<file path="src/rtl/avalon_uart_pkg.sv">
// Shared types and constants for the UART transmit port and its FIFO.
// Latency: n/a (declarations only).
// Backpressure: n/a.
//
// Contents:
//   uart_state_t : serialiser FSM states (IDLE, START, DATA, STOP)
//   DATA_BITS    : payload bits per frame
//   FRAME_BITS   : total bits per 8N1 frame (start + data + stop)
package avalon_uart_pkg;

    typedef enum logic [1:0] {
        IDLE  = 2'd0,
        START = 2'd1,
        DATA  = 2'd2,
        STOP  = 2'd3
    } uart_state_t;

    localparam int DATA_BITS  = 8;
    localparam int FRAME_BITS = DATA_BITS + 2;

endpackage

</file>
<file path="src/rtl/avalon_sync_fifo.sv">
// Small synchronous FIFO holding bytes queued for serialisation.
// Latency: a push is visible at pop_data on the edge after it is written (no bypass).
// Backpressure: a push while full is dropped unless a pop happens in the same cycle.
//
// Ports:
//   CLK, RST            : clock and synchronous active-high reset
//   push, push_data     : write request and data
//   pop                 : read request; pop_data is the current head (combinational)
//   count, full, empty  : occupancy status, all decoded from registers
module avalon_sync_fifo #(
    parameter int WIDTH = 8,
    parameter int DEPTH = 4
) (
    input  logic                     CLK,
    input  logic                     RST,
    input  logic                     push,
    input  logic [WIDTH-1:0]         push_data,
    input  logic                     pop,
    output logic [WIDTH-1:0]         pop_data,
    output logic [$clog2(DEPTH):0]   count,
    output logic                     full,
    output logic                     empty
);

    localparam int AW = $clog2(DEPTH);
    localparam int CW = AW + 1;
    localparam logic [CW-1:0] FULL_CNT = CW'(DEPTH);

    logic [WIDTH-1:0] r_mem [DEPTH];
    logic [AW-1:0]    r_wr_ptr;
    logic [AW-1:0]    r_rd_ptr;
    logic [CW-1:0]    r_count;

    logic w_do_pop;
    logic w_do_push;

    assign full  = (r_count == FULL_CNT);
    assign empty = (r_count == '0);
    assign count = r_count;

    assign pop_data = r_mem[r_rd_ptr];

    // The full check uses the pre-edge count, but a pop in the same cycle
    // frees the head slot, so a push into a full FIFO still succeeds then.
    assign w_do_pop  = pop && !empty;
    assign w_do_push = push && (!full || w_do_pop);

    // Storage carries no reset; only pointers and count define validity.
    always_ff @(posedge CLK) begin
        if (w_do_push) begin
            r_mem[r_wr_ptr] <= push_data;
        end
    end

    // DEPTH is a power of two, so the pointers wrap naturally.
    always_ff @(posedge CLK) begin
        if (RST) begin
            r_wr_ptr <= '0;
            r_rd_ptr <= '0;
            r_count  <= '0;
        end else begin
            if (w_do_push) begin
                r_wr_ptr <= r_wr_ptr + 1'b1;
            end
            if (w_do_pop) begin
                r_rd_ptr <= r_rd_ptr + 1'b1;
            end
            case ({w_do_push, w_do_pop})
                2'b10:   r_count <= r_count + 1'b1;
                2'b01:   r_count <= r_count - 1'b1;
                default: r_count <= r_count;
            endcase
        end
    end

endmodule

</file>
<file path="src/rtl/avalon_uart_tx_port.sv">
// CPU output port: queues byte writes and serialises them as 8N1 UART frames.
// Latency: write at edge N into an empty idle port drives the start bit after edge N+1.
// Backpressure: none to the core; fifo_full is polled, and a write while full is dropped and flagged.
//
// Ports:
//   CLK       : system clock, all state on the rising edge
//   RST       : synchronous active-high reset (aborts any frame in flight)
//   wr_en     : one-cycle write strobe from the output-bus decode
//   wr_data   : byte to transmit, sampled with wr_en
//   tx        : registered serial output, idle high
//   fifo_full : FIFO holds DEPTH entries (core EF0)
//   tx_idle   : serialiser idle and nothing queued (core EF1)
//   overflow  : sticky, a write was dropped because the FIFO was full
module avalon_uart_tx_port
    import avalon_uart_pkg::*;
#(
    parameter int DEPTH   = 4,
    parameter int CLK_DIV = 16
) (
    input  logic       CLK,
    input  logic       RST,
    input  logic       wr_en,
    input  logic [7:0] wr_data,
    output logic       tx,
    output logic       fifo_full,
    output logic       tx_idle,
    output logic       overflow
);

    localparam int BW = $clog2(CLK_DIV);
    localparam int IW = $clog2(DATA_BITS);
    localparam int CW = $clog2(DEPTH) + 1;

    localparam logic [BW-1:0] BAUD_LAST = BW'(CLK_DIV - 1);
    localparam logic [IW-1:0] BIT_LAST  = IW'(DATA_BITS - 1);
    localparam logic [CW-1:0] FULL_CNT  = CW'(DEPTH);

    // FIFO interface
    logic [7:0]    w_fifo_dat;
    logic [CW-1:0] w_fifo_count;
    logic          w_fifo_full;
    logic          w_fifo_empty;
    logic          w_pop;

    // Serialiser state
    uart_state_t          r_state;
    uart_state_t          w_state_nxt;
    logic [BW-1:0]        r_baud;
    logic [BW-1:0]        w_baud_nxt;
    logic [IW-1:0]        r_bit;
    logic [IW-1:0]        w_bit_nxt;
    logic [DATA_BITS-1:0] r_shift;
    logic [DATA_BITS-1:0] w_shift_nxt;
    logic                 r_tx;
    logic                 w_tx_nxt;
    logic                 r_overflow;
    logic                 w_baud_done;

    avalon_sync_fifo #(
        .WIDTH (8),
        .DEPTH (DEPTH)
    ) u_fifo (
        .CLK       (CLK),
        .RST       (RST),
        .push      (wr_en),
        .push_data (wr_data),
        .pop       (w_pop),
        .pop_data  (w_fifo_dat),
        .count     (w_fifo_count),
        .full      (w_fifo_full),
        .empty     (w_fifo_empty)
    );

    assign w_baud_done = (r_baud == BAUD_LAST);

    // ------------------------------------------------------------------
    // FSM state and datapath registers
    // ------------------------------------------------------------------
    always_ff @(posedge CLK) begin
        if (RST) begin
            r_state <= IDLE;
            r_baud  <= '0;
            r_bit   <= '0;
            r_shift <= '0;
            r_tx    <= 1'b1;
        end else begin
            r_state <= w_state_nxt;
            r_baud  <= w_baud_nxt;
            r_bit   <= w_bit_nxt;
            r_shift <= w_shift_nxt;
            r_tx    <= w_tx_nxt;
        end
    end

    // ------------------------------------------------------------------
    // FSM next-state and datapath updates.
    // tx is computed one cycle ahead and registered, so every bit period
    // starts exactly on the edge that enters it and the pin never glitches.
    // ------------------------------------------------------------------
    always_comb begin
        w_state_nxt = r_state;
        w_baud_nxt  = r_baud;
        w_bit_nxt   = r_bit;
        w_shift_nxt = r_shift;
        w_tx_nxt    = r_tx;
        w_pop       = 1'b0;

        case (r_state)
            IDLE: begin
                w_tx_nxt = 1'b1;
                if (!w_fifo_empty) begin
                    w_pop       = 1'b1;
                    w_shift_nxt = w_fifo_dat;
                    w_tx_nxt    = 1'b0;
                    w_baud_nxt  = '0;
                    w_state_nxt = START;
                end
            end

            START: begin
                if (w_baud_done) begin
                    w_tx_nxt    = r_shift[0];
                    w_bit_nxt   = '0;
                    w_baud_nxt  = '0;
                    w_state_nxt = DATA;
                end else begin
                    w_baud_nxt = r_baud + 1'b1;
                end
            end

            DATA: begin
                if (w_baud_done) begin
                    w_baud_nxt = '0;
                    if (r_bit == BIT_LAST) begin
                        w_tx_nxt    = 1'b1;
                        w_state_nxt = STOP;
                    end else begin
                        // Shift right so the next bit to send is always at [0];
                        // [1] is what lands there after this shift.
                        w_bit_nxt   = r_bit + 1'b1;
                        w_shift_nxt = {1'b0, r_shift[DATA_BITS-1:1]};
                        w_tx_nxt    = r_shift[1];
                    end
                end else begin
                    w_baud_nxt = r_baud + 1'b1;
                end
            end

            STOP: begin
                if (w_baud_done) begin
                    w_baud_nxt  = '0;
                    w_state_nxt = IDLE;
                end else begin
                    w_baud_nxt = r_baud + 1'b1;
                end
            end

            default: begin
                w_tx_nxt    = 1'b1;
                w_baud_nxt  = '0;
                w_state_nxt = IDLE;
            end
        endcase
    end

    // ------------------------------------------------------------------
    // Sticky overflow: only a write that the FIFO really drops counts.
    // A write landing on the same edge as a pop is accepted.
    // ------------------------------------------------------------------
    always_ff @(posedge CLK) begin
        if (RST) begin
            r_overflow <= 1'b0;
        end else if (wr_en && w_fifo_full && !w_pop) begin
            r_overflow <= 1'b1;
        end
    end

    assign tx        = r_tx;
    assign overflow  = r_overflow;
    assign fifo_full = (w_fifo_count == FULL_CNT);
    assign tx_idle   = (r_state == IDLE) && w_fifo_empty;

endmodule

</file>
<file path="config.mk">
export PLATFORM = sky130hd
export DESIGN_NAME = avalon_uart_tx_port
export DESIGN_NICKNAME = d
export VERILOG_FILES = /design/src/rtl/avalon_uart_pkg.sv /design/src/rtl/avalon_sync_fifo.sv /design/src/rtl/avalon_uart_tx_port.sv
export SDC_FILE = /design/constraint.sdc
export NUM_CORES = 1
export LEC_CHECK = 0
export ABC_AREA = 0
export ABC_CLOCK_PERIOD_IN_PS = 5100
export BUFFER_PORTS_ARGS = -buffer_cell sky130_fd_sc_hd__buf_2
export CORE_UTILIZATION = 40
export CTS_BUF_LIST = sky130_fd_sc_hd__clkbuf_8
export DETAILED_ROUTE_END_ITERATION = 7
export PLACE_DENSITY_LB_ADDON = 0.25
export SLEW_MARGIN = 20
export SYNTH_ARGS = -nofsm -noshare
export SYNTH_HDL_FRONTEND = slang
export SYNTH_SLANG_ARGS = --single-unit
</file>
<file path="constraint.sdc">
create_clock -name CLK -period 5.1 [get_ports CLK]
set_input_delay 0.51 -clock CLK [delete_from_list [all_inputs] [get_ports CLK]]
set_output_delay 0.51 -clock CLK [all_outputs]
set_load 0.005 [all_outputs]
</file>
Word level (Yosys, flattened, before mapping)
Memory sizes are Yosys's and may differ from the RTL's. A register that Yosys moved wholly into a read port is not among the register bits.
Index checks and enable logic that the tools add are counted.
{ "op_classes": {"n_addsub": 6, "eq_ne": 14, "reduce_logical": 20, "n_mux": 29} }
{ "ops": {"columns": ["op", "count"], "rows": [
  ["$mux W8", 3],
  ["$pmux W8 S2", 1],
  ["$mux W2", 7],
  ["$ne A2 B2 Y1 const B", 6],
  ["$pmux W3 S2", 2],
  ["$mux W3", 3],
  ["$mux W1", 8],
  ["$mux W4", 2],
  ["$pmux W2 S4", 1],
  ["$pmux W4 S2", 1],
  ["$reduce_and A4 Y1", 2],
  ["$add A3 B1 Y3 const B", 2],
  ["$eq A2 B2 Y1 const B", 3],
  ["$eq A3 B3 Y1 const B", 2],
  ["$reduce_bool A2 Y1", 3],
  ["$logic_and A1 B1 Y1", 5],
  ["$reduce_and A5 Y1", 1],
  ["$add A2 B1 Y2 const B", 2],
  ["$add A4 B1 Y4 const B", 1],
  ["$eq A2 B1 Y1 const B", 2],
  ["$eq A4 B4 Y1 const B", 1],
  ["$logic_not A1 Y1", 3],
  ["$logic_not A3 Y1", 1],
  ["$pmux W1 S3", 1],
  ["6 further kinds", 6]
]} }
{ "totals": {"elab_cells": 79, "reg_bits": 26, "ramBits": 32, "mem_count": 1} }
{ "memory_table": {"columns": ["name", "depth", "word_bits", "rd", "rd_ports_with_merged_regs", "write_ports", "line", "rtl"], "rows": [
  ["u_fifo.r_mem", 4, 8, 1, 1, 1, "avalon_sync_fifo.sv:29", "logic [WIDTH-1:0] r_mem [DEPTH];"]
]} }

Depth between registers and ports, before layout
Gate-level depths: netlist of the first run.
{ "depth": {"word_depth": 8, "mapped_depth": 12, "ltp_nobuf": 11} }

Modules after synthesis
Synthesis of the first run repeated with hierarchy kept, for this count alone.
{ "hier_totals": {"hier_cells": 210, "hier_area_um2": 2711.4} }
{ "by_module_without_submodules": {"columns": ["module", "seq_area_each_um2", "cells_each", "instances", "area_per_inst_um2"], "rows": [
  ["avalon_sync_fifo", 1141.1, 96, 1, 1645.3],
  ["avalon_uart_tx_port", 380.4, 114, 1, 1066.0]
]} }

Worst setup path after synthesis of the first run
OpenSTA, ideal clock, no wires.
{ "synth_timing": {"path_type": "reg2reg", "start": "register r_state[0]", "end": "register u_fifo.r_count[2] (netlist: u_fifo.count[2])", "arrival_ps": 2419, "t_required_ps": 5029, "synth_period_minus_slack_ps": 2489, "path_buffers": 1, "path_stages_with_launch": 13, "setup_time_ps": 71, "setup_slack_ps": 2611, "cell_sequence": "dfxtp_1 -> inv_1 -> ha_1 -> nor4b_1 -> nor2b_1 -> clkbuf_1 -> inv_1 -> ha_1 -> inv_1 -> fa_1 -> xor2_1 -> or3_1 -> a21oi_1"} }
{ "synth_between": {"elab_chain_len": 7, "word_cells_on_any_way": 9, "cone_classes": "eq/ne: 2; mux: 2; reduce/logical: 5"} }
{ "synth_lines": {"columns": ["item", "line", "rtl"], "rows": [
  ["start: declaration", "avalon_uart_tx_port.sv:46", "uart_state_t r_state;"],
  ["start signal: assignment", "avalon_uart_tx_port.sv:87", "r_state <= w_state_nxt;"],
  ["$logic_not A2 Y1 (*)", "avalon_uart_tx_port.sv:108", "case (r_state)"],
  ["$mux W1 (*)", "avalon_uart_tx_port.sv:108", null],
  ["$logic_and A1 B1 Y1 (*)", "avalon_sync_fifo.sv:45", "assign w_do_pop = pop && !empty;"],
  ["$logic_or A1 B1 Y1", "avalon_sync_fifo.sv:46", "assign w_do_push = push && (!full || w_do_pop);"],
  ["$logic_and A1 B1 Y1", "avalon_sync_fifo.sv:46", null],
  ["$eq A2 B1 Y1 or $eq A2 B2 Y1 (tied branches)", "avalon_sync_fifo.sv:68", "case ({w_do_push, w_do_pop})"],
  ["$pmux W3 S2 or $reduce_bool A2 Y1 (tied branches)", null, null],
  ["end signal: assignment", "avalon_sync_fifo.sv:69", "2'b10: r_count <= r_count + 1'b1;"],
  ["end signal: assignment", "avalon_sync_fifo.sv:70", "2'b01: r_count <= r_count - 1'b1;"],
  ["end signal: assignment", "avalon_sync_fifo.sv:71", "default: r_count <= r_count;"],
  ["end: declaration", "avalon_sync_fifo.sv:32", "logic [CW-1:0] r_count;"]
]} }
Mark *: on every way between the ends. The rest lies on a longest branch, timed or not.
A chain may end at the register's enable or synchronous reset.

Worst setup path in the final report of the first run
Same ends and word-level chain as after synthesis.

==> results of run 1 <==
## power breakdown
| group | switching [W] | internal (W) | total [W] |
|---|---|---|---|
| Clock | 0.000188 | 0.000273 | 0.000461 |
| Combinational | 0.000256 | 0.000205 | 0.000461 |
| Sequential | 0.0000539 | 0.000584 | 0.000638 |
## registers in the layout, summed over array words and instances, names as in the netlist, named ones only
register and flops:
u_fifo.r_rd_ptr 2, r_bit 3, u_fifo.r_wr_ptr 2, r_baud 4
r_shift 8, overflow 1, r_state 2, u_fifo.r_mem 32
u_fifo.count 3, tx 1
## final timing paths
check	startpoint	endpoint	slack, ns
setup / recovery	r_state[0]$_SDFFE_PP0P_	u_fifo.count[2]$_SDFFE_PP0P_	2.39
hold reg to reg	r_bit[2]$_SDFFE_PP0P_	r_bit[2]$_SDFFE_PP0P_	0.46
setup reg to reg	r_state[0]$_SDFFE_PP0P_	u_fifo.count[2]$_SDFFE_PP0P_	2.39
hold / removal	wr_data[7]	u_fifo.r_mem[0][7]$_DFFE_PP_	0.39
## cells in the final DEF (no fill, tap or decap), types with 2 or more instances in the layout
| cell type | netlist | final |
|---|---|---|
| sky130_fd_sc_hd__a21oi_1 | 19 | 19 |
| sky130_fd_sc_hd__and2_1 | 5 | 5 |
| sky130_fd_sc_hd__and3_1 | 2 | 2 |
| sky130_fd_sc_hd__buf_2 | 2 | 14 |
| sky130_fd_sc_hd__bufinv_16 | 0 | 2 |
| sky130_fd_sc_hd__clkbuf_8 | 0 | 9 |
| sky130_fd_sc_hd__clkinvlp_4 | 0 | 2 |
| sky130_fd_sc_hd__dfxtp_1 | 28 | 28 |
| sky130_fd_sc_hd__edfxtp_1 | 32 | 32 |
| sky130_fd_sc_hd__ha_1 | 13 | 13 |
| sky130_fd_sc_hd__inv_1 | 10 | 11 |
| sky130_fd_sc_hd__inv_2 | 2 | 2 |
| sky130_fd_sc_hd__mux2_2 | 7 | 7 |
| sky130_fd_sc_hd__mux4_2 | 8 | 8 |
| sky130_fd_sc_hd__nand2_1 | 5 | 5 |
| sky130_fd_sc_hd__nand2b_1 | 2 | 2 |
| sky130_fd_sc_hd__nand3_1 | 3 | 3 |
| sky130_fd_sc_hd__nand4_1 | 3 | 3 |
| sky130_fd_sc_hd__nor2_1 | 17 | 17 |
| sky130_fd_sc_hd__nor2b_1 | 3 | 3 |
| sky130_fd_sc_hd__nor3_1 | 8 | 8 |
| sky130_fd_sc_hd__nor3_2 | 7 | 7 |
| sky130_fd_sc_hd__nor3b_1 | 2 | 2 |
| sky130_fd_sc_hd__nor4_1 | 2 | 2 |
| sky130_fd_sc_hd__o21ai_0 | 7 | 7 |
| sky130_fd_sc_hd__or3_1 | 2 | 2 |
| sky130_fd_sc_hd__xnor2_1 | 2 | 2 |
| sky130_fd_sc_hd__xor2_1 | 3 | 3 |
## final cells by class
cell class                 instances  area (sq um)
timing repair buffer              14          70.1
fill                             599          3410
multi-input combinational        137          1100
sequential                        60          1520
inverter                          12          45.0
tap                               77          96.3
clock inverter                     7          92.6
clock buffer                       9           124
## synthesized netlist by cell type, types with 3 or more instances
master / number / area [sq um]
sky130_fd_sc_hd__a21oi_1: 19 / 95.1
sky130_fd_sc_hd__and2_1: 5 / 31.3
sky130_fd_sc_hd__dfxtp_1: 28 / 561
sky130_fd_sc_hd__ha_1: 13 / 163
sky130_fd_sc_hd__nand3_1: 3 / 15.0
sky130_fd_sc_hd__nor2_1: 17 / 63.8
sky130_fd_sc_hd__nor3_2: 7 / 70.1
sky130_fd_sc_hd__inv_1: 10 / 37.5
sky130_fd_sc_hd__mux2_2: 7 / 78.8
sky130_fd_sc_hd__nand2_1: 5 / 18.8
sky130_fd_sc_hd__nand4_1: 3 / 18.8
sky130_fd_sc_hd__xor2_1: 3 / 26.3
sky130_fd_sc_hd__o21ai_0: 7 / 35.0
sky130_fd_sc_hd__nor2b_1: 3 / 18.8
sky130_fd_sc_hd__nor3_1: 8 / 40.0
sky130_fd_sc_hd__edfxtp_1: 32 / 961
sky130_fd_sc_hd__mux4_2: 8 / 180
sky130_fd_sc_hd__clkbuf_1: 6 / 22.5
## per-layer routing
| metal | vias up | share of wire, % | global-route usage, % |
|---|---|---|---|
| met5 | - | 0 | 0 |
| met4 | 0 | 2.1 | 6.47 |
| met3 | 10 | 3.4 | 5.90 |
| met2 | 23 | 45 | 22.8 |
| met1 | 766 | 49 | 18.9 |
| li1 | 832 | - | - |
## kinds of logic after synthesis
kind of cell | count (synthesis) | share of synthesized area, %
buf+inv | 23 | 3.81
compound gates | 35 | 7.98
xor+xnor | 5 | 1.61
mux | 16 | 9.86
fa+ha+maj | 14 | 6.69
flops | 60 | 55.8
simple gates | 67 | 14.3
## stage by stage
| step | setup slack (ns) | cell area [sq um] | power (W) | hold WS, ns |
|---|---|---|---|---|
| finish | 2.39 | 3050 | 0.00156 | 0.389 |
| global route | 2.06 | 3050 | 0.00167 | 0.374 |
| CTS | 2.35 | 3050 | 0.00158 | 0.366 |
| detailed placement | 2.37 | 2840 | 0.00111 | 0.458 |
| global placement | 2.47 | 2840 | 0.00111 | 0.450 |
| floorplan | 2.61 | 2730 | 0.00103 | 0.436 |
==> flow_metrics.py, run 1 <==
metrics = {
    "clock_tree": {
        "cts_buffers": 9,
        "clock_tree.root_cell": "sky130_fd_sc_hd__clkbuf_8",
        "post_cts.repair.setup_buffers": 0,
        "cts-root-to-sink-buffers": 2,
        "cts_tree": "built",
        "cts_htree_levels": 3,
        "cts.sink_count": 60,
        "clk_pin_slew_worst_paths_ns": 0.07,
        "number_of_resized_instances_in_the_post_cts_repair_step": 0,
        "insertion_delay_ns": 0.34,
        "ctsHoldBuffers": 0,
    },
    "setup_path": {
        "path_class": "reg2reg",
        "critPathMaxFanout": 7,
        "worst-path-stages": 11,
        "worst_setup_path_start_kind": "register",
        "cp_common_cell": "sky130_fd_sc_hd__inv_1",
        "critical_path_required_ns": 5.36,
        "r2r.worst_path.cells": 11,
        "worst_path_dominant_cell_family": "simple AND/OR/NAND/NOR gates",
        "cp.buffers_inverters": 3,
        "arrival_time_reported_for_the_critical_path_endpoint_ns": 2.97,
        "crit_chain": "inv_1 -> ha_1 -> nor4b_1 -> nor2b_1 -> inv_1 -> ha_1 -> inv_1 -> fa_1 -> xor2_1 -> or3_1 -> a21oi_1",
        "slowest_stage": "sky130_fd_sc_hd__nor4b_1",
        "timing.critical_path.slowest_cell_delay_ns": 0.39,
        "worst_setup_path_end_kind": "register",
    },
    "pwr": {
        "vdd.ir_drop.worst_uv": 260,
        "p_leak_nw": 1.10,
        "power.density_cell_area_nw_per_um2": 511,
    },
    "finish": {
        "areaGrowthSynthToFinish_pct": 11.9,
        "insertedDiodeCount": 0,
        "final_layout_size_suffix_gt1_share_pct": 23.8,
        "num-nets-final": 259,
        "finalNonFillerCells": 316,
        "fin_util_pct": 47.3,
    },
    "grt": {
        "grt_overflow_total": 0,
        "grt_first_pass_wirelength_um": 8040,
        "grt_antenna_before_repair": 0,
        "maximum_number_of_pins_on_one_net_before_global_route_repair": 28,
        "track_usage_pct": 15.0,
        "grt_pass1_vias": 1617,
    },
    "drt": {
        "drt_drc_violations_left": 0,
        "dr_total_vias": 1631,
        "routed_wl_um": 4670,
        "drt-pass1-iter-count": 4,
        "drtIter0Drc": 69,
        "antenna_left": 0,
        "wire_per_inst_um": 14.8,
        "via_per_inst": 5.16,
    },
    "flow_run": {
        "timing.max_cap.violations": 0,
    },
    "sta": {
        "setup_repair_after_global_routing_missed_its_margin": "false",
        "timing.final.setup_violations": 0,
        "setup_tns_ns": 0,
        "worst_slew_margin_relative_to_its_limit_pct": 64.4,
        "timing_hold_violations_final": 0,
        "min_period_ns": 2.71,
        "layout_worst_path_cycle_share_pct": 53.1,
        "final.setup_skew_ns": 0.00766,
        "fmax_mhz": 369,
        "timing_worst_slew_pin_value_ns": 0.534,
        "timing.final.max_slew_violations": 0,
    },
    "synthesis": {
        "number_of_enable_type_register_cells_in_the_synthesized_netlist": 32,
        "synthesis.nets": 245,
        "yosysWarnings": 0,
        "ys.flop_type": "sky130_fd_sc_hd__edfxtp_1",
        "synthesis.area_per_instance_sq_um": 12.4,
        "post_synth_inst_count": 220,
        "synth_seq_cells": 60,
        "synth.cell_area_sq_um": 2730,
        "synth-async-reset-ratio_pct": 0,
        "yosysUniqueCellTypes": 45,
        "synth-seq-area-share_pct": 55.8,
    },
    "die": {
        "starting_density_of_the_core_pct": 42.3,
        "i_o_pin_cnt": 15,
        "fp-row-count": 29,
        "die_w_um": 84.6,
        "fp.coreArea_sq_um": 6460,
        "chipHeight_um": 84.6,
        "die_area_sq_um": 7160,
    },
    "worst_hold_path": {
        "hold_path_depth": 1,
        "min-delay-path-class": "in2reg",
    },
    "placed_design": {
        "gpl.final_weighted_congestion": 0.745,
        "post-dp-hpwl_um": 3090,
        "numPlacedInstances": 300,
        "buffer_ports.inserted": 14,
    },
    "status": {
        "result_of_the_run": "finished clean",
    },
}
No activity file was read; power rests on OpenSTA's default activity.
==> run 2: changes to the inputs <==
--- a/config.mk
+++ b/config.mk
@@ -6,7 +6,7 @@
 export NUM_CORES = 1
 export LEC_CHECK = 0
 export ABC_AREA = 0
-export ABC_CLOCK_PERIOD_IN_PS = 5100
+export ABC_CLOCK_PERIOD_IN_PS = 2800
 export BUFFER_PORTS_ARGS = -buffer_cell sky130_fd_sc_hd__buf_2
 export CORE_UTILIZATION = 40
 export CTS_BUF_LIST = sky130_fd_sc_hd__clkbuf_8
==> constraint.sdc (replaced) <==
create_clock -name CLK -period 2.8 [get_ports CLK]
set_input_delay 0.28 -clock CLK [delete_from_list [all_inputs] [get_ports CLK]]
set_output_delay 0.28 -clock CLK [all_outputs]
set_load 0.005 [all_outputs]
==> run 2 against run 1 <==
  * Clock-buffer cell count did not move
  * Sequential power grew 82%
  * Flip-flop and latch count unchanged
  * Hold slack lost 0.24 ns
  * Combinational power increased by 87%
  * Global-route usage down 0.31 points
  * Utilization decreased by 0.27 points
  * Die area is the same
  * Largest cell class unchanged
  * Setup slack worse by 2.1 ns
  * Sequential share of layout area grew 0.29 points
  * Clock skew barely moved
==> flow_metrics.py, run 2 (synthesis results as in run 1) <==
metrics = {
    "worst_hold_path": {
        "min-delay-path-class": "in2reg",
        "hold_path_depth": 1,
    },
    "drt": {
        "routed_wl_um": 4620,
        "drtIter0Drc": 89,
        "wire_per_inst_um": 14.5,
        "antenna_left": 0,
        "drt_drc_violations_left": 0,
        "dr_total_vias": 1689,
        "via_per_inst": 5.29,
        "drt-pass1-iter-count": 4,
    },
    "finish": {
        "multi_input_comb_area_sq_um": 1100,
        "insertedDiodeCount": 0,
        "regMostFlops": "u_fifo.r_mem",
        "fin_util_pct": 47.0,
        "reg_top3": "u_fifo.r_mem: 32 flops, r_shift: 8 flops, r_baud: 4 flops",
        "area.sequential_sq_um": 1520,
        "final_layout_size_suffix_gt1_share_pct": 25.2,
        "areaGrowthSynthToFinish_pct": 11.2,
        "num-nets-final": 262,
        "layout_common_cells": "sky130_fd_sc_hd__edfxtp_1 (32), sky130_fd_sc_hd__dfxtp_1 (28), sky130_fd_sc_hd__a21oi_1 (19), sky130_fd_sc_hd__nor2_1 (17), sky130_fd_sc_hd__buf_2 (14)",
        "largest_register_ffs": 32,
        "final_common_cell": "sky130_fd_sc_hd__edfxtp_1",
        "nFillCells": 592,
    },
    "die": {
        "die_w_um": 84.6,
        "starting_density_of_the_core_pct": 42.3,
        "chipHeight_um": 84.6,
        "die_area_sq_um": 7160,
        "fp-row-count": 29,
        "i_o_pin_cnt": 15,
        "fp.coreArea_sq_um": 6460,
    },
    "pwr": {
        "vdd.ir_drop.worst_uv": 432,
        "power.density_cell_area_nw_per_um2": 896,
        "p_leak_nw": 1.10,
    },
    "placed_design": {
        "gpl.final_weighted_congestion": 0.736,
        "detailedPlace.worstSlack_ns": 0.288,
        "buffer_ports.inserted": 14,
        "post-dp-hpwl_um": 3110,
    },
    "grt": {
        "grt_overflow_total": 0,
        "maximum_number_of_pins_on_one_net_before_global_route_repair": 19,
        "grt_first_pass_wirelength_um": 7900,
        "grt_antenna_before_repair": 0,
        "grt_pass1_vias": 1595,
        "track_usage_pct": 14.6,
    },
    "setup_path": {
        "critPathMaxFanout": 4,
        "worst_setup_path_end_kind": "register",
        "critical_path_required_ns": 3.07,
        "worst_setup_path_start_kind": "register",
        "path_class": "reg2reg",
        "arrival_time_reported_for_the_critical_path_endpoint_ns": 2.79,
        "r2r.worst_path.cells": 11,
    },
    "sta": {
        "timing_worst_slew_pin_value_ns": 0.544,
        "layout_worst_path_cycle_share_pct": 90.1,
        "fmax_mhz": 396,
        "final.setup_skew_ns": 0.00768,
        "timing.final.max_slew_violations": 0,
        "min_period_ns": 2.52,
        "timing_hold_violations_final": 0,
        "setup_ws_ns": 0.276,
        "setup_repair_after_global_routing_missed_its_margin": "false",
        "worst_slew_margin_relative_to_its_limit_pct": 63.7,
        "fin_worst_hold_slack_ns": 0.151,
        "setup_tns_ns": 0,
        "timing.final.setup_violations": 0,
    },
    "clock_tree": {
        "number_of_resized_instances_in_the_post_cts_repair_step": 0,
        "post_cts.repair.setup_buffers": 0,
        "clk_pin_slew_worst_paths_ns": 0.07,
        "clock_tree.root_cell": "sky130_fd_sc_hd__clkbuf_8",
        "cts-root-to-sink-buffers": 2,
        "insertion_delay_ns": 0.34,
        "cts_buffers": 9,
        "ctsHoldBuffers": 0,
        "cts.sink_count": 60,
        "cts_tree": "built",
        "cts_htree_levels": 3,
    },
    "status": {
        "result_of_the_run": "finished clean",
    },
    "flow_run": {
        "timing.max_cap.violations": 0,
    },
}
## run 2: critical path, stage by stage (launching register included)
cell	delay [ns]
sky130_fd_sc_hd__dfxtp_1	0.39
sky130_fd_sc_hd__inv_1	0.10
sky130_fd_sc_hd__ha_1	0.21
sky130_fd_sc_hd__nor4b_1	0.35
sky130_fd_sc_hd__nor2b_1	0.11
sky130_fd_sc_hd__inv_1	0.07
sky130_fd_sc_hd__ha_1	0.18
sky130_fd_sc_hd__inv_1	0.06
sky130_fd_sc_hd__fa_1	0.37
sky130_fd_sc_hd__xor2_1	0.16
sky130_fd_sc_hd__or3_1	0.30
sky130_fd_sc_hd__a21oi_1	0.14
## run 2: cell type report
class                   count  area share, %
multi-input cells         137           36.4
clock inverters             7           1.73
flip-flops and latches     60           50.1
well taps                  77           3.17
clock buffers               9           4.08
repair buffers             17           3.05
inverters                  12           1.48
## run 2: routing by layer
layer / GRT usage [%] / routed length [um] / up-vias
li1: - / - / 842
met1: 19.1 / 2320 / 811
met2: 21.3 / 2010 / 28
met3: 5.60 / 186 / 8
met4: 7.40 / 99 / 0
met5: 0 / 0 / -
## run 2: final timing paths
kind	from	slack [ns]	end
min	wr_data[3]	0.15	u_fifo.r_mem[3][3]$_DFFE_PP_
min reg2reg	r_bit[2]$_SDFFE_PP0P_	0.46	r_bit[2]$_SDFFE_PP0P_
max	r_state[1]$_SDFFE_PP0P_	0.28	u_fifo.count[2]$_SDFFE_PP0P_
max reg2reg	r_state[1]$_SDFFE_PP0P_	0.28	u_fifo.count[2]$_SDFFE_PP0P_
## run 2: report_power, final
group	switching (W)	internal (W)
Clock	0.000369	0.000325
Sequential	0.0000981	0.00106
Combinational	0.000480	0.000384
## run 2: metrics by stage
stage	power, W	cells	cell area (sq um)
floorplan	0.00188	220	2730
global placement	0.00204	303	2860
detailed placement	0.00205	303	2860
CTS	0.00275	319	3040
global route	0.00291	319	3040
finish	0.00272	319	3040
==> run 3: changes to the inputs <==
--- a/config.mk
+++ b/config.mk
@@ -6,7 +6,7 @@
 export NUM_CORES = 1
 export LEC_CHECK = 0
 export ABC_AREA = 0
-export ABC_CLOCK_PERIOD_IN_PS = 2800
+export ABC_CLOCK_PERIOD_IN_PS = 3150
 export BUFFER_PORTS_ARGS = -buffer_cell sky130_fd_sc_hd__buf_2
 export CORE_UTILIZATION = 40
 export CTS_BUF_LIST = sky130_fd_sc_hd__clkbuf_8
==> constraint.sdc (replaced) <==
create_clock -name CLK -period 3.15 [get_ports CLK]
set_input_delay 0.1575 -clock CLK [delete_from_list [all_inputs] [get_ports CLK]]
set_output_delay 0.1575 -clock CLK [all_outputs]
set_load 0.005 [all_outputs]
==> run 3 against run 2 <==
  * Critical path depth stayed put
  * Setup slack gained 0.12 ns
  * Cell area is 0.99% lower
  * Sequential power fell by 11%
  * Utilization is 0.46 points lower
  * Flip-flop and latch count is the same
  * Register-to-register slack improved by 0.12 ns
==> flow_metrics.py, run 3 (synthesis results as in run 1) <==
metrics = {
    "status": {
        "result_of_the_run": "finished clean",
    },
    "grt": {
        "grt_overflow_total": 0,
        "grt_first_pass_wirelength_um": 7950,
        "track_usage_pct": 14.7,
        "maximum_number_of_pins_on_one_net_before_global_route_repair": 28,
        "grt_pass1_vias": 1633,
        "grt_antenna_before_repair": 0,
    },
    "setup_path": {
        "crit-reg2reg-capture": "u_fifo.count[2]$_SDFFE_PP0P_",
        "r2r.worst_path.cells": 11,
        "arrival_time_reported_for_the_critical_path_endpoint_ns": 3.02,
        "startpoint": "r_state[1]$_SDFFE_PP0P_",
        "worst_setup_path_end_kind": "register",
        "worst_setup_path_start_kind": "register",
        "critPathMaxFanout": 7,
        "critical_path_required_ns": 3.42,
        "path_class": "reg2reg",
        "regToRegSetupSlack_ns": 0.40,
        "regToRegStartpoint": "r_state[1]$_SDFFE_PP0P_",
    },
    "sta": {
        "timing.final.max_slew_violations": 0,
        "min_period_ns": 2.75,
        "fmax_mhz": 364,
        "setup_repair_after_global_routing_missed_its_margin": "false",
        "fin_worst_hold_slack_ns": 0.0322,
        "timing_worst_slew_pin_value_ns": 0.559,
        "timing.final.setup_violations": 0,
        "final.setup_skew_ns": 0.00870,
        "setup_tns_ns": 0,
        "layout_worst_path_cycle_share_pct": 87.3,
        "worst_slew_margin_relative_to_its_limit_pct": 62.7,
        "timing_hold_violations_final": 0,
    },
    "pwr": {
        "vdd.ir_drop.worst_uv": 417,
        "report.power.total_w": 0.00238,
        "pwr-share-seq_pct": 43.5,
        "total_switching_power_w": 0.000819,
        "power.density_cell_area_nw_per_um2": 791,
        "power.combinational.fraction_pct": 31.6,
        "intPower_w": 0.00156,
        "power_switching_share_pct": 34.5,
        "share_clk_of_total_power_pct": 24.9,
        "p_leak_nw": 1.07,
    },
    "clock_tree": {
        "clk_pin_slew_worst_paths_ns": 0.07,
        "cts.sink_count": 60,
        "cts_htree_levels": 3,
        "cts_buffers": 9,
        "clock_tree.root_cell": "sky130_fd_sc_hd__clkbuf_8",
        "cts-root-to-sink-buffers": 2,
        "post_cts.repair.setup_buffers": 0,
        "ctsHoldBuffers": 0,
        "insertion_delay_ns": 0.34,
        "cts_tree": "built",
        "number_of_resized_instances_in_the_post_cts_repair_step": 0,
    },
    "drt": {
        "routed_wl_um": 4630,
        "wire_per_inst_um": 14.6,
        "drt_drc_violations_left": 0,
        "via_per_inst": 5.25,
        "drt-pass1-iter-count": 4,
        "antenna_left": 0,
        "dr_total_vias": 1659,
        "drtIter0Drc": 77,
    },
    "finish": {
        "multi_input_comb_area_sq_um": 1100,
        "reg_top3": "u_fifo.r_mem: 32 flops, r_shift: 8 flops, r_baud: 4 flops",
        "area.sequential_sq_um": 1520,
        "fin_util_pct": 46.5,
        "areaGrowthSynthToFinish_pct": 10.1,
        "layout_common_cells": "sky130_fd_sc_hd__edfxtp_1 (32), sky130_fd_sc_hd__dfxtp_1 (28), sky130_fd_sc_hd__a21oi_1 (19), sky130_fd_sc_hd__nor2_1 (17), sky130_fd_sc_hd__buf_2 (14)",
        "final_layout_size_suffix_gt1_share_pct": 23.4,
        "num-nets-final": 259,
        "regMostFlops": "u_fifo.r_mem",
        "largest_register_ffs": 32,
        "insertedDiodeCount": 0,
        "final_common_cell": "sky130_fd_sc_hd__edfxtp_1",
        "nFillCells": 596,
    },
    "worst_hold_path": {
        "min-delay-path-class": "in2reg",
        "hold_end": "u_fifo.r_mem[2][5]$_DFFE_PP_",
        "hold_start": "wr_data[5]",
        "hold_path_depth": 1,
    },
    "placed_design": {
        "post-dp-hpwl_um": 3090,
        "gpl.final_weighted_congestion": 0.736,
        "buffer_ports.inserted": 14,
    },
    "die": {
        "die_w_um": 84.6,
        "chipHeight_um": 84.6,
        "fp-row-count": 29,
        "die_area_sq_um": 7160,
        "starting_density_of_the_core_pct": 42.3,
        "fp.coreArea_sq_um": 6460,
        "i_o_pin_cnt": 15,
    },
    "flow_run": {
        "timing.max_cap.violations": 0,
    },
}
[run 3: cell count changes in the layout (fill, tap and decap cells not counted)]
cell	delta
sky130_fd_sc_hd__clkinv_2	-2
sky130_fd_sc_hd__clkinv_4	-3
sky130_fd_sc_hd__inv_1	+1
sky130_fd_sc_hd__inv_6	-1
sky130_fd_sc_hd__clkinvlp_4	+4
sky130_fd_sc_hd__buf_4	-3
sky130_fd_sc_hd__clkinv_1	+1
[run 3: worst max path at each step]
| stage | depth (start not counted) | endpoint | slack, ns |
|---|---|---|---|
| after global placement | 11 | u_fifo.count[2]$_SDFFE_PP0P_ | 0.49 |
| after floorplan | 12 | u_fifo.count[2]$_SDFFE_PP0P_ | 0.66 |
| final | 11 | u_fifo.count[2]$_SDFFE_PP0P_ | 0.40 |
| after global routing | 11 | u_fifo.count[2]$_SDFFE_PP0P_ | 0.09 |
| after detailed placement | 11 | u_fifo.count[2]$_SDFFE_PP0P_ | 0.43 |
| after CTS | 11 | u_fifo.count[2]$_SDFFE_PP0P_ | 0.40 |
[run 3: cell type report]
type | instances | share of cell area (%)
Clock buffer | 9 | 4.12
Clock inverter | 7 | 1.50
Inverter | 12 | 1.50
Sequential cell | 60 | 50.6
Tap cell | 77 | 3.21
Timing Repair Buffer | 14 | 2.33
Multi-Input combinational cell | 137 | 36.7
[run 3: power groups by stage]
stage | Clock (W) | Sequential, W | Combinational (W)
final | 0.000591 | 0.00103 | 0.000752
after floorplan | 0 | 0.00101 | 0.000657
after global routing | 0.000637 | 0.00105 | 0.000853
after CTS | 0.000607 | 0.00104 | 0.000759
after global placement | 0 | 0.00105 | 0.000750
after detailed placement | 0 | 0.00105 | 0.000751
[run 3: critical path: stages (launching register included)]
cell	delay (ns)
sky130_fd_sc_hd__dfxtp_1	0.38
sky130_fd_sc_hd__inv_1	0.09
sky130_fd_sc_hd__ha_1	0.25
sky130_fd_sc_hd__nor4b_1	0.43
sky130_fd_sc_hd__nor2b_1	0.22
sky130_fd_sc_hd__inv_1	0.10
sky130_fd_sc_hd__ha_1	0.17
sky130_fd_sc_hd__inv_1	0.06
sky130_fd_sc_hd__fa_1	0.38
sky130_fd_sc_hd__xor2_1	0.16
sky130_fd_sc_hd__or3_1	0.31
sky130_fd_sc_hd__a21oi_1	0.14
[run 3: through the flow]
stage / cells / worst slack, ns / cell area, sq um
2_1_floorplan: 220 / 0.661 / 2730
3_3_place_gp: 300 / 0.495 / 2840
3_5_place_dp: 300 / 0.434 / 2840
4_1_cts: 316 / 0.395 / 3010
5_1_grt: 316 / 0.0915 / 3010
6_report: 316 / 0.400 / 3010
[run 3: layer usage]
layer | track usage (%) | part of all wire [%]
met4 | 6.47 | 1.8
met1 | 19.7 | 50
met3 | 5.11 | 3.1
met2 | 21.7 | 45
met5 | 0 | 0
